==> src/rtl/countdown_pkg.sv <==
// Shared types and constants for the mm:ss countdown timer.
//   state_e      : FSM state encoding (idle, counting, paused, alarm)
//   UNITS_MAX    : largest BCD units digit (9)
//   TENS_MAX     : largest tens digit for minutes/seconds (5)
//   clamp_digit  : saturates a preset digit to its limit
package countdown_pkg;

  typedef enum logic [1:0] {
    StIdle   = 2'd0,
    StRun    = 2'd1,
    StPaused = 2'd2,
    StAlarm  = 2'd3
  } state_e;

  localparam logic [3:0] UNITS_MAX = 4'd9;
  localparam logic [3:0] TENS_MAX  = 4'd5;

  function automatic logic [3:0] clamp_digit(input logic [3:0] value, input logic [3:0] limit);
    return (value > limit) ? limit : value;
  endfunction

endpackage

==> src/rtl/tick_prescaler.sv <==
// Divides the board clock down to the countdown tick rate.
//   clk   : board clock
//   reset : asynchronous active-low reset
//   run   : advance the divider this cycle
//   clear : force the divider back to 0 (takes priority over run)
//   tick  : high while the divider sits at DIV-1; the consumer qualifies it
//           with its own RUN state, so a held terminal count is harmless
module tick_prescaler #(
  parameter int unsigned REFERENCE_CLOCK = 50_000_000,
  parameter int unsigned TICK_HZ         = 1
) (
  input  logic clk,
  input  logic reset,
  input  logic run,
  input  logic clear,
  output logic tick
);

  localparam int unsigned DIV   = REFERENCE_CLOCK / TICK_HZ;
  localparam int unsigned Width = (DIV > 2) ? $clog2(DIV) : 1;
  localparam logic [Width-1:0] MaxCnt = Width'(DIV - 1);

  logic [Width-1:0] cnt_q, cnt_d;

  always_comb begin
    cnt_d = cnt_q;
    if (clear) begin
      cnt_d = '0;
    end else if (run) begin
      cnt_d = (cnt_q == MaxCnt) ? '0 : cnt_q + 1'b1;
    end
  end

  always_ff @(posedge clk or negedge reset) begin
    if (!reset) begin
      cnt_q <= '0;
    end else begin
      cnt_q <= cnt_d;
    end
  end

  assign tick = (cnt_q == MaxCnt);

endmodule

==> src/rtl/countdown_timer.sv <==
// mm:ss down-counter with latched alarm at 00:00.
//   clk, reset          : board clock, asynchronous active-low reset
//   load                : copy (clamped) preset into the count in idle/paused
//   set_m_t .. set_s_u  : BCD preset digits
//   start, pause        : begin/resume and suspend counting
//   alarm_off           : acknowledge alarm, return to idle
//   m_t, m_u, s_t, s_u  : current BCD digits (registered)
//   running, alarm      : registered state flags
module countdown_timer
  import countdown_pkg::*;
#(
  parameter int unsigned REFERENCE_CLOCK = 50_000_000,
  parameter int unsigned TICK_HZ         = 1
) (
  input  logic       clk,
  input  logic       reset,
  input  logic       load,
  input  logic [2:0] set_m_t,
  input  logic [3:0] set_m_u,
  input  logic [2:0] set_s_t,
  input  logic [3:0] set_s_u,
  input  logic       start,
  input  logic       pause,
  input  logic       alarm_off,
  output logic [2:0] m_t,
  output logic [3:0] m_u,
  output logic [2:0] s_t,
  output logic [3:0] s_u,
  output logic       running,
  output logic       alarm
);

  state_e state_q;

  logic tick;
  logic pre_run;
  logic pre_clear;

  // Pause on the terminal count holds the divider at DIV-1 so the dropped
  // tick fires on the first RUN cycle after resume.
  assign pre_run   = (state_q == StRun) && !(pause && tick);
  assign pre_clear = (state_q == StIdle) || (state_q == StAlarm);

  tick_prescaler #(
    .REFERENCE_CLOCK(REFERENCE_CLOCK),
    .TICK_HZ        (TICK_HZ)
  ) u_prescaler (
    .clk  (clk),
    .reset(reset),
    .run  (pre_run),
    .clear(pre_clear),
    .tick (tick)
  );

  // Clamped preset digits.
  logic [3:0] clamp_m_t, clamp_s_t;
  logic [3:0] ld_m_u, ld_s_u;
  logic [2:0] ld_m_t, ld_s_t;

  always_comb begin
    clamp_m_t = clamp_digit({1'b0, set_m_t}, TENS_MAX);
    clamp_s_t = clamp_digit({1'b0, set_s_t}, TENS_MAX);
    ld_m_t    = clamp_m_t[2:0];
    ld_s_t    = clamp_s_t[2:0];
    ld_m_u    = clamp_digit(set_m_u, UNITS_MAX);
    ld_s_u    = clamp_digit(set_s_u, UNITS_MAX);
  end

  // BCD borrow chain for one decrement.
  logic       borrow_su, borrow_st, borrow_mu;
  logic [2:0] dec_m_t, dec_s_t;
  logic [3:0] dec_m_u, dec_s_u;
  logic       at_zero, at_one;

  always_comb begin
    borrow_su = (s_u == 4'd0);
    borrow_st = borrow_su && (s_t == 3'd0);
    borrow_mu = borrow_st && (m_u == 4'd0);
    dec_s_u   = borrow_su ? UNITS_MAX : s_u - 4'd1;
    dec_s_t   = s_t;
    if (borrow_su) begin
      dec_s_t = (s_t == 3'd0) ? TENS_MAX[2:0] : s_t - 3'd1;
    end
    dec_m_u = m_u;
    if (borrow_st) begin
      dec_m_u = (m_u == 4'd0) ? UNITS_MAX : m_u - 4'd1;
    end
    dec_m_t = borrow_mu ? m_t - 3'd1 : m_t;
    at_zero = (m_t == 3'd0) && (m_u == 4'd0) && (s_t == 3'd0) && (s_u == 4'd0);
    at_one  = (m_t == 3'd0) && (m_u == 4'd0) && (s_t == 3'd0) && (s_u == 4'd1);
  end

  always_ff @(posedge clk or negedge reset) begin
    if (!reset) begin
      state_q <= StIdle;
      m_t     <= '0;
      m_u     <= '0;
      s_t     <= '0;
      s_u     <= '0;
      running <= 1'b0;
      alarm   <= 1'b0;
    end else begin
      case (state_q)
        StIdle, StPaused: begin
          if (load) begin
            m_t <= ld_m_t;
            m_u <= ld_m_u;
            s_t <= ld_s_t;
            s_u <= ld_s_u;
          end else if (pause) begin
            // Nothing to suspend; pause outranks start.
          end else if (start && !at_zero) begin
            state_q <= StRun;
            running <= 1'b1;
          end
        end
        StRun: begin
          if (pause) begin
            state_q <= StPaused;
            running <= 1'b0;
          end else if (tick) begin
            if (at_one || at_zero) begin
              m_t     <= '0;
              m_u     <= '0;
              s_t     <= '0;
              s_u     <= '0;
              state_q <= StAlarm;
              running <= 1'b0;
              alarm   <= 1'b1;
            end else begin
              m_t <= dec_m_t;
              m_u <= dec_m_u;
              s_t <= dec_s_t;
              s_u <= dec_s_u;
            end
          end
        end
        StAlarm: begin
          if (alarm_off) begin
            state_q <= StIdle;
            alarm   <= 1'b0;
          end
        end
        default: begin
          state_q <= StIdle;
          running <= 1'b0;
          alarm   <= 1'b0;
        end
      endcase
    end
  end

endmodule
==> config.mk <==
export PLATFORM = sky130hd
export DESIGN_NAME = countdown_timer
export DESIGN_NICKNAME = d
export VERILOG_FILES = /design/src/rtl/countdown_pkg.sv /design/src/rtl/tick_prescaler.sv /design/src/rtl/countdown_timer.sv
export SDC_FILE = /design/constraint.sdc
export NUM_CORES = 1
export LEC_CHECK = 0
export CORE_MARGIN = 4
export CORE_UTILIZATION = 60
export DETAILED_ROUTE_END_ITERATION = 6
export GPL_TIMING_DRIVEN = 0
export PLACE_DENSITY = 0.89
export SYNTH_ARGS = -nofsm -noshare
export SYNTH_HDL_FRONTEND = slang
export SYNTH_SLANG_ARGS = --single-unit
==> constraint.sdc <==
create_clock -name clk -period 6.74 [get_ports clk]
set_input_delay 1.685 -clock clk [delete_from_list [all_inputs] [get_ports clk]]
set_output_delay 1.685 -clock clk [all_outputs]
set_load 0.005 [all_outputs]
==> qor.csv <==
stage,metric,value,unit
timing,drv_slew,0,
routing,drt-pass1-iter-count,5,
power_and_ir_drop,p_total,1.457,mW
layout,antenna_cells,0,
global_routing,grt_use_met1,35.86,%
timing,tightestPinTransition,1.008,ns
routing,antenna_left,0,
critical_path,arrival,3.64,ns
critical_path,crit_fanout,9,
clock_tree,cts_resized,0,
min_path,timing.hold.worst.class,reg -> reg,
synth,synthesis.nets,382,
global_routing,antenna_found_initial,0,
power_and_ir_drop,ir_drop,268.2,uV
global_routing,gr-usage-met2,45.66,%
global_routing,grt_max_degree,27,
power_and_ir_drop,switchingPower,0.6606,mW
placed_design,placed_area,3517,um^2
critical_path,cp-start-kind,input port,
job,max_cap_violations,0,
synth,synthArstFlopShare,100.0,%
placed_design,dp.cells,452,
critical_path,critPathBufInv,1,
critical_path,end_kind,flop,
routing,drc,0,
timing,rsz0062_at_grt,no,
power_and_ir_drop,internal_power,0.7961,mW
clock_tree,insertion_delay,0.31,ns
synth,synth_cell_types,66,
die,start_util,63.28,%
clock_tree,clock-root-buffer,clkbuf_8,
clock_tree,postCtsSetupBuffers,0,
critical_path,path_common_cell,o21bai_1,
routing,wl_per_cell,17.21,um
timing,fin_crit_sh,51.13,%
die,io_pins,36,
layout,area_growth,17.50,%
routing,viasPerCell,6.457,
synth,post_synth.cell_area_avg,8.791,um^2
placed_design,io_buffers,35,
clock_tree,htreeDepth,2,
synth,synthesis.area,3068,um^2
timing,setup_viol,0,
timing,hold_slack,0.5049,ns
timing,skew,0.01831,ns
power_and_ir_drop,p_sw_share,45.35,%
global_routing,met3_usage,3.499,%
critical_path,criticalPathCategory,in -> reg,
synth,ys_top_cells_by_area,"dfrtp_1 (36%), ha_1 (5.3%), nor2_1 (3.7%)",
routing,drtIter0Drc,297,
timing,timing.slew.headroom,32.21,%
critical_path,critical-path-max-stage-delay,0.58,ns
power_and_ir_drop,combPwrFrac,58.4,%
synth,synthFlopType,dfrtp_1,
routing,vias,2970,
die,core,4848,um^2
synth,synthCells,349,
timing,tns,0,ns
global_routing,busiest_layer,met2,
power_and_ir_drop,power.leakage,1.504,nW
die,die_w,79.51,um
power_and_ir_drop,pwr-share-seq,30.0,%
synth,yosysTopAreaCell,dfrtp_1,
layout,fillers,365,
clock_tree,cts.clk_slew.worst_paths,0.09,ns
layout,postLayoutCoreUtil,74.35,%
synth,synth_edf_count,0,
critical_path,path_cells,"clkdlybuf4s50_1, o21bai_1, o21bai_1, a21o_1, mux2_4",
outcome,status,"finished, final reports clean",
critical_path,crit_slowest_cell,o21bai_1,
die,die_area,6321,um^2
layout,final_cell_mix,"dfrtp_1 (44), clkdlybuf4s50_1 (34), nor2_1 (30)",
synth,synth_top_area_share,35.89,%
placed_design,place_ws,2.962,ns
timing,fmax,290.2,MHz
power_and_ir_drop,p_per_area,404.1,nW/um^2
critical_path,cp.required,6.93,ns
clock_tree,clock_sinks,44,
layout,final_common_cell,dfrtp_1,
timing,min_period,3.446,ns
die,die_y,79.51,um
global_routing,grt_pass1_vias,2910,
layout,final_cells,460,
layout,fin_area,3605,um^2
clock_tree,cts_hold_buf,0,
clock_tree,cts_tree,built,
global_routing,grt_pass1_wl,13.63,mm
global_routing,grt.total_usage,27.27,%
layout,final_nets,425,
synth,ys_seq_elements,44,
global_routing,overflow,0,
layout,drive_gt1_share,8.651,%
critical_path,crit_family,compound AO/OA/AOI/OAI gates,
die,row_count,25,
placed_design,place_congestion,0.9542,
synth,yosysWarnings,0,
clock_tree,cts_buffer_depth,2,
timing,fin_ws,3.294,ns
timing,finalHoldViolCount,0,
routing,drt_wl_total,7.918,mm
synth,synth-seq-area-share,35.89,%
clock_tree,cts_made_buffers,5,
power_and_ir_drop,clkPwrFrac,11.6,%
placed_design,dp_hpwl,5.895,mm
==> cell usage after synthesis, drive strengths merged, types with 5 or more instances <==
| library cell | instances |
|---|---|
| a31oi | 11 |
| inv | 19 |
| dfrtp | 44 |
| a21o | 8 |
| nand4 | 9 |
| nor3 | 7 |
| and3 | 7 |
| nand3 | 15 |
| nand2 | 29 |
| nor4 | 10 |
| or4 | 5 |
| a21oi | 21 |
| nand2b | 6 |
| clkbuf | 6 |
| nor2 | 30 |
| ha | 13 |
| mux2 | 8 |
| o21ai | 20 |
==> layer usage <==
| metal | share of wire [%] | up-vias |
|---|---|---|
| li1 | - | 1419 |
| met1 | 43 | 1403 |
| met2 | 48 | 129 |
| met3 | 6.3 | 19 |
| met4 | 1.8 | 0 |
| met5 | 0 | - |
==> sequential cells by signal, summed over array words and instances, names as in the netlist <==
register           flops
m_u                    4
s_t                    3
u_prescaler.cnt_q     26
m_t                    3
state_q                2
alarm                  1
running                1
s_u                    4
==> kinds of logic after synthesis <==
group	share of synthesized area (%)
multiplexers	4.405
AND/OR/NAND/NOR	26.22
XOR/XNOR	0.8566
AO/OA/AOI/OAI	23.45
buffers and inverters	3.874
flip-flops	35.89
adder cells (fa/ha/maj)	5.302
==> power groups by stage <==
stage / combinational [mW] / sequential [mW] / clock [mW]
floorplan: 0.572 / 0.420 / 0
global placement: 0.812 / 0.432 / 0
detailed placement: 0.839 / 0.438 / 0
CTS: 0.843 / 0.433 / 0.170
global route: 0.945 / 0.452 / 0.177
finish: 0.851 / 0.436 / 0.169
==> final cells by class <==
type	instances	area, um^2	area share, %
multi-input combinational	276	1848	51.27
inverter	19	71.32	1.978
clock buffer	5	68.82	1.909
buffer	10	47.55	1.319
timing repair buffer	36	365.4	10.14
clock inverter	3	18.77	0.5207
sequential	44	1101	30.55
tap	67	83.83	2.326
==> path summary, 6_finish.rpt <==
path                                                       start                                end  slack (ns)  cells past startpoint
min in group asynchronous                                  reset  u_prescaler.cnt_q[21]$_DFFE_PN0P_        1.32                      1
worst min-delay path            u_prescaler.cnt_q[6]$_DFFE_PN0P_   u_prescaler.cnt_q[6]$_DFFE_PN0P_        0.50                      1
max in group asynchronous                                  reset             state_q[1]$_DFFE_PN0P_        4.93                      2
worst max register to register                m_u[0]$_DFFE_PN0P_                 s_u[0]$_DFFE_PN0P_        4.01                      7
worst min register to register  u_prescaler.cnt_q[6]$_DFFE_PN0P_   u_prescaler.cnt_q[6]$_DFFE_PN0P_        0.50                      1
worst max-delay path                                        load                 m_u[0]$_DFFE_PN0P_        3.29                      5
No activity file was read; power rests on OpenSTA's default activity.
==> RTL edit 1, RTL diff (config.mk and constraints unchanged) <==
Encoding of `state_e`: now one-hot (4 bits for 4 states).
--- a/src/rtl/countdown_pkg.sv
+++ b/src/rtl/countdown_pkg.sv
@@ -6,9 +6,9 @@
 package countdown_pkg;
 
-  typedef enum logic [1:0] {
-    StIdle   = 2'd0,
-    StRun    = 2'd1,
-    StPaused = 2'd2,
-    StAlarm  = 2'd3
+  typedef enum logic [3:0] {
+    StIdle   = 4'b0001,
+    StRun    = 4'b0010,
+    StPaused = 4'b0100,
+    StAlarm  = 4'b1000
   } state_e;
 
Function: same outputs for any inputs over 10 cycles, from zero or initial values and one cycle with reset low; not proved beyond that.
==> RTL edit 1 against the unedited design <==
Sequential share of layout area up 1.9 points. Final area down 1.5%. Worst setup slack lost 0.15 ns. Area after synthesis is 1.2% lower. Routed wire length decreased by 1.7%. Sequential cell count increased by 2. Global-route usage shrank 0.98 points. Power shrank 28%. Non-clock buffer count grew 5.
==> RTL edit 1: results <==
synth:
  synth.distinct_cells: 60
  synth_area_leaders: "dfrtp_1 (37%), nand2_1 (5.4%), a31oi_1 (3.5%), nand3_1 (3.5%), nor2_1 (3.5%)"
  synthTopCellsByCount: "dfrtp_1 (45), nand2_1 (44), nor2_1 (28)"
  seq_area_frac_synth_pct: 38.0
  syn_nets: 381
  netlist_instances: 354
routing:
  wl_met3_um: 395
  drt-total-wl_mm: 7.78
  met2_length_mm: 3.77
  routed_via_density: 6.42
  drt_iter0_drc: 350
  vias: 2979
  m1WireLength_mm: 3.45
place:
  numPlacedInstances: 456
  gp_routability_congestion: 0.882
  portBuffers: 34
  place.detailed.hpwl_mm: 5.68
  place_ws_ns: 2.95
  post_dp_cell_area_sq_mm: 0.00347
setup_path:
  rr_worst_depth: 8
  path_max_fanout: 4
  r2r-end: "m_t[0]$_DFFE_PN0P_"
  reg2reg_slack_ns: 4.11
  critPathArrivalTime_ns: 3.82
grt:
  grt_pass1_wl_mm: 13.1
  use_met1_pct: 35.4
  track_usage_pct: 26.3
  grt_max_degree: 25
  use_met2_pct: 43.3
  met3_usage_pct: 3.51
  grt_pass1_vias: 2800
hold_path:
  hold_path_depth: 2
  hold_end: "alarm$_DFFE_PN0P_"
  min-delay-start: "alarm$_DFFE_PN0P_"
timing:
  clock_skew_ns: 0.00871
  whs_ns: 0.523
  worstMarginPinSlew_ns: 0.828
cells_and_area:
  nets: 423
  layout-drive-gt1-share_pct: 8.31
  antenna_cells: 0
  largest_reg_flops: 26
pwr:
  power.leakage_nw: 1.42
  peakVddDrop_v: 0.000215
clock_network:
  post_cts.repair.setup_buffers: 0
  cts_buffers: 5
outcome:
  status: "finished clean"
RTL edit 1: cell count changes after synthesis, moves of 5 or more:
cell and delta:
o21ai_1 +5, o31ai_1 +5, a31oi_1 +6, nor4_1 -7
xnor2_1 +8, a21o_1 -5, nand3_1 +8, ha_1 -6
nand2_1 +15
RTL edit 1: kinds of logic after synthesis:
logic type	count (synthesis)	synth area share, %
and+or+nand+nor	156	28.7
AOI/OAI and AO/OA	95	20.4
DFF	46	38.0
buffers and inverters	35	5.45
xor gates and xnor gates	10	2.89
adders and majority gates	7	2.89
muxes	5	1.69
RTL edit 1: worst max-delay path by stage:
stage / depth (start not counted) / to / slack (ns) / from
floorplan: 7 / m_t[0]$_DFFE_PN0P_ / 3.60 / pause
global placement: 1 / m_u[1]$_DFFE_PN0P_ / 2.69 / reset
detailed placement: 7 / m_t[1]$_DFFE_PN0P_ / 2.95 / load
CTS: 7 / m_t[1]$_DFFE_PN0P_ / 3.20 / load
global route: 7 / m_t[1]$_DFFE_PN0P_ / 3.01 / load
finish: 7 / m_t[1]$_DFFE_PN0P_ / 3.14 / load
RTL edit 1: worst max-delay path, cell delays in order:
cell and delay, ns:
clkdlybuf4s50_1 0.44, nor4bb_1 0.16, o31ai_1 0.72, a31oi_1 0.18
o21ai_0 0.19, nand3b_1 0.22, mux2i_1 0.21
RTL edit 1: area by class of cell:
class	instances	area [sq um]
Timing Repair Buffer	35	355
Buffer	16	93.8
Fill cell	382	1270
Clock buffer	8	80.1
Sequential cell	46	1150
Inverter	19	71.3
Multi-Input combinational cell	273	1710
Tap cell	67	83.8
RTL edit 1: power by group:
group / total (W) / switching, W / internal [W]
logic: 0.000488 / 0.000267 / 0.000221
clock network: 0.000166 / 0.0000920 / 0.0000739
registers: 0.000394 / 0.0000661 / 0.000328
total: 0.00105 / 0.000425 / 0.000623
==> RTL edit 2, RTL diff (config.mk and constraints unchanged) <==
Made on the original files. `REFERENCE_CLOCK` is set to 50_000_000 in 2 places; all go to 100_000_000.
--- a/src/rtl/tick_prescaler.sv
+++ b/src/rtl/tick_prescaler.sv
@@ -7,5 +7,5 @@
 //           with its own RUN state, so a held terminal count is harmless
 module tick_prescaler #(
-  parameter int unsigned REFERENCE_CLOCK = 50_000_000,
+  parameter int unsigned REFERENCE_CLOCK = 100_000_000,
   parameter int unsigned TICK_HZ         = 1
 ) (
--- a/src/rtl/countdown_timer.sv
+++ b/src/rtl/countdown_timer.sv
@@ -10,5 +10,5 @@
   import countdown_pkg::*;
 #(
-  parameter int unsigned REFERENCE_CLOCK = 50_000_000,
+  parameter int unsigned REFERENCE_CLOCK = 100_000_000,
   parameter int unsigned TICK_HZ         = 1
 ) (
Check against the original RTL: same outputs for any inputs over 10 cycles, from zero or initial values and one cycle with reset low; that may be too few to reach the edited logic, so the function may still have changed.
==> RTL edit 2 against the unedited design <==
Sequential cell count up 1. Combinational power down 4.6%. Final area up 1.5%. Power down 1.4%. Area after synthesis up 0.94%. Core utilization up 1.1 points. Register-to-register slack better by 0.05 ns. Routed wire length up 8.9%. Worst setup slack better by 0.15 ns. Largest power group unchanged.
==> RTL edit 2: results <==
outcome:
  status: "finished clean"
grt:
  grt_pass1_vias: 3125
pwr:
  peakVddDrop_v: 0.000233
  power.leakage_nw: 1.44
  clock_power_share_pct: 15.2
synth:
  seq_area_frac_synth_pct: 36.4
  syn_nets: 384
  synth_area_leaders: "dfrtp_1 (36%), a21oi_1 (5.7%), ha_1 (5.3%), o21ai_0 (3.2%), a31oi_1 (3.0%)"
  synth.distinct_cells: 69
routing:
  wl_per_cell_um: 18.7
  vias: 3172
  drt_iter0_drc: 228
place:
  place_ws_ns: 3.16
  portBuffers: 34
  post_dp_cell_area_sq_mm: 0.00354
  gp_routability_congestion: 0.923
cells_and_area:
  nets: 426
  layout-drive-gt1-share_pct: 7.36
  fin_cells: 461
hold_path:
  min-delay-start: "running$_DFFE_PN0P_"
  hold_end: "running$_DFFE_PN0P_"
timing:
  worstMarginPinSlew_ns: 0.854
  whs_ns: 0.503
  clock_skew_ns: 0.00999
setup_path:
  rr_worst_depth: 9
  r2r-end: "s_t[2]$_DFFE_PN0P_"
RTL edit 2: cell type report:
type                    instances  area [sq um]
clock buffers                   7          86.3
multi-input cells             272          1830
fillers                       365          1190
repair buffers                 35           363
plain buffers                  12          57.6
clock inverters                 1          30.0
flip-flops and latches         45          1130
inverters                      22          82.6
well taps                      67          83.8
RTL edit 2: cell families after synthesis:
group / share of synthesized area, %
xor+xnor: 0.566
buf+inv: 4.53
fa+ha+maj: 5.25
mux: 1.70
compound gates: 25.9
flops: 36.4
simple gates: 25.7
RTL edit 2: how the worst max path moves through the flow:
| stage | endpoint | slack, ns | depth (start not counted) |
|---|---|---|---|
| after floorplan | m_t[0]$_DFFE_PN0P_ | 3.56 | 5 |
| after global placement | u_prescaler.cnt_q[19]$_DFFE_PN0P_ | 2.78 | 1 |
| after detailed placement | u_prescaler.cnt_q[6]$_DFFE_PN0P_ | 3.16 | 8 |
| after CTS | m_u[0]$_DFFE_PN0P_ | 3.47 | 5 |
| after global routing | u_prescaler.cnt_q[6]$_DFFE_PN0P_ | 3.25 | 8 |
| final | s_t[0]$_DFFE_PN0P_ | 3.44 | 5 |
RTL edit 2: worst max-delay path: cells and delay by family:
kind	cells	cell delay (ns)
simple gates	2	0.83
compound gates	2	0.77
buf+inv	1	0.20
RTL edit 2: routing by layer:
| metal | part of all wire (%) | vias up | wire (um) | track usage, % |
|---|---|---|---|---|
| li1 | - | 1445 | - | - |
| met1 | 42 | 1571 | 3620 | 36.2 |
| met2 | 50 | 135 | 4280 | 49.7 |
| met3 | 6.3 | 21 | 542 | 4.06 |
| met4 | 2.1 | 0 | 182 | 13.9 |
| met5 | 0 | - | 0 | 0 |
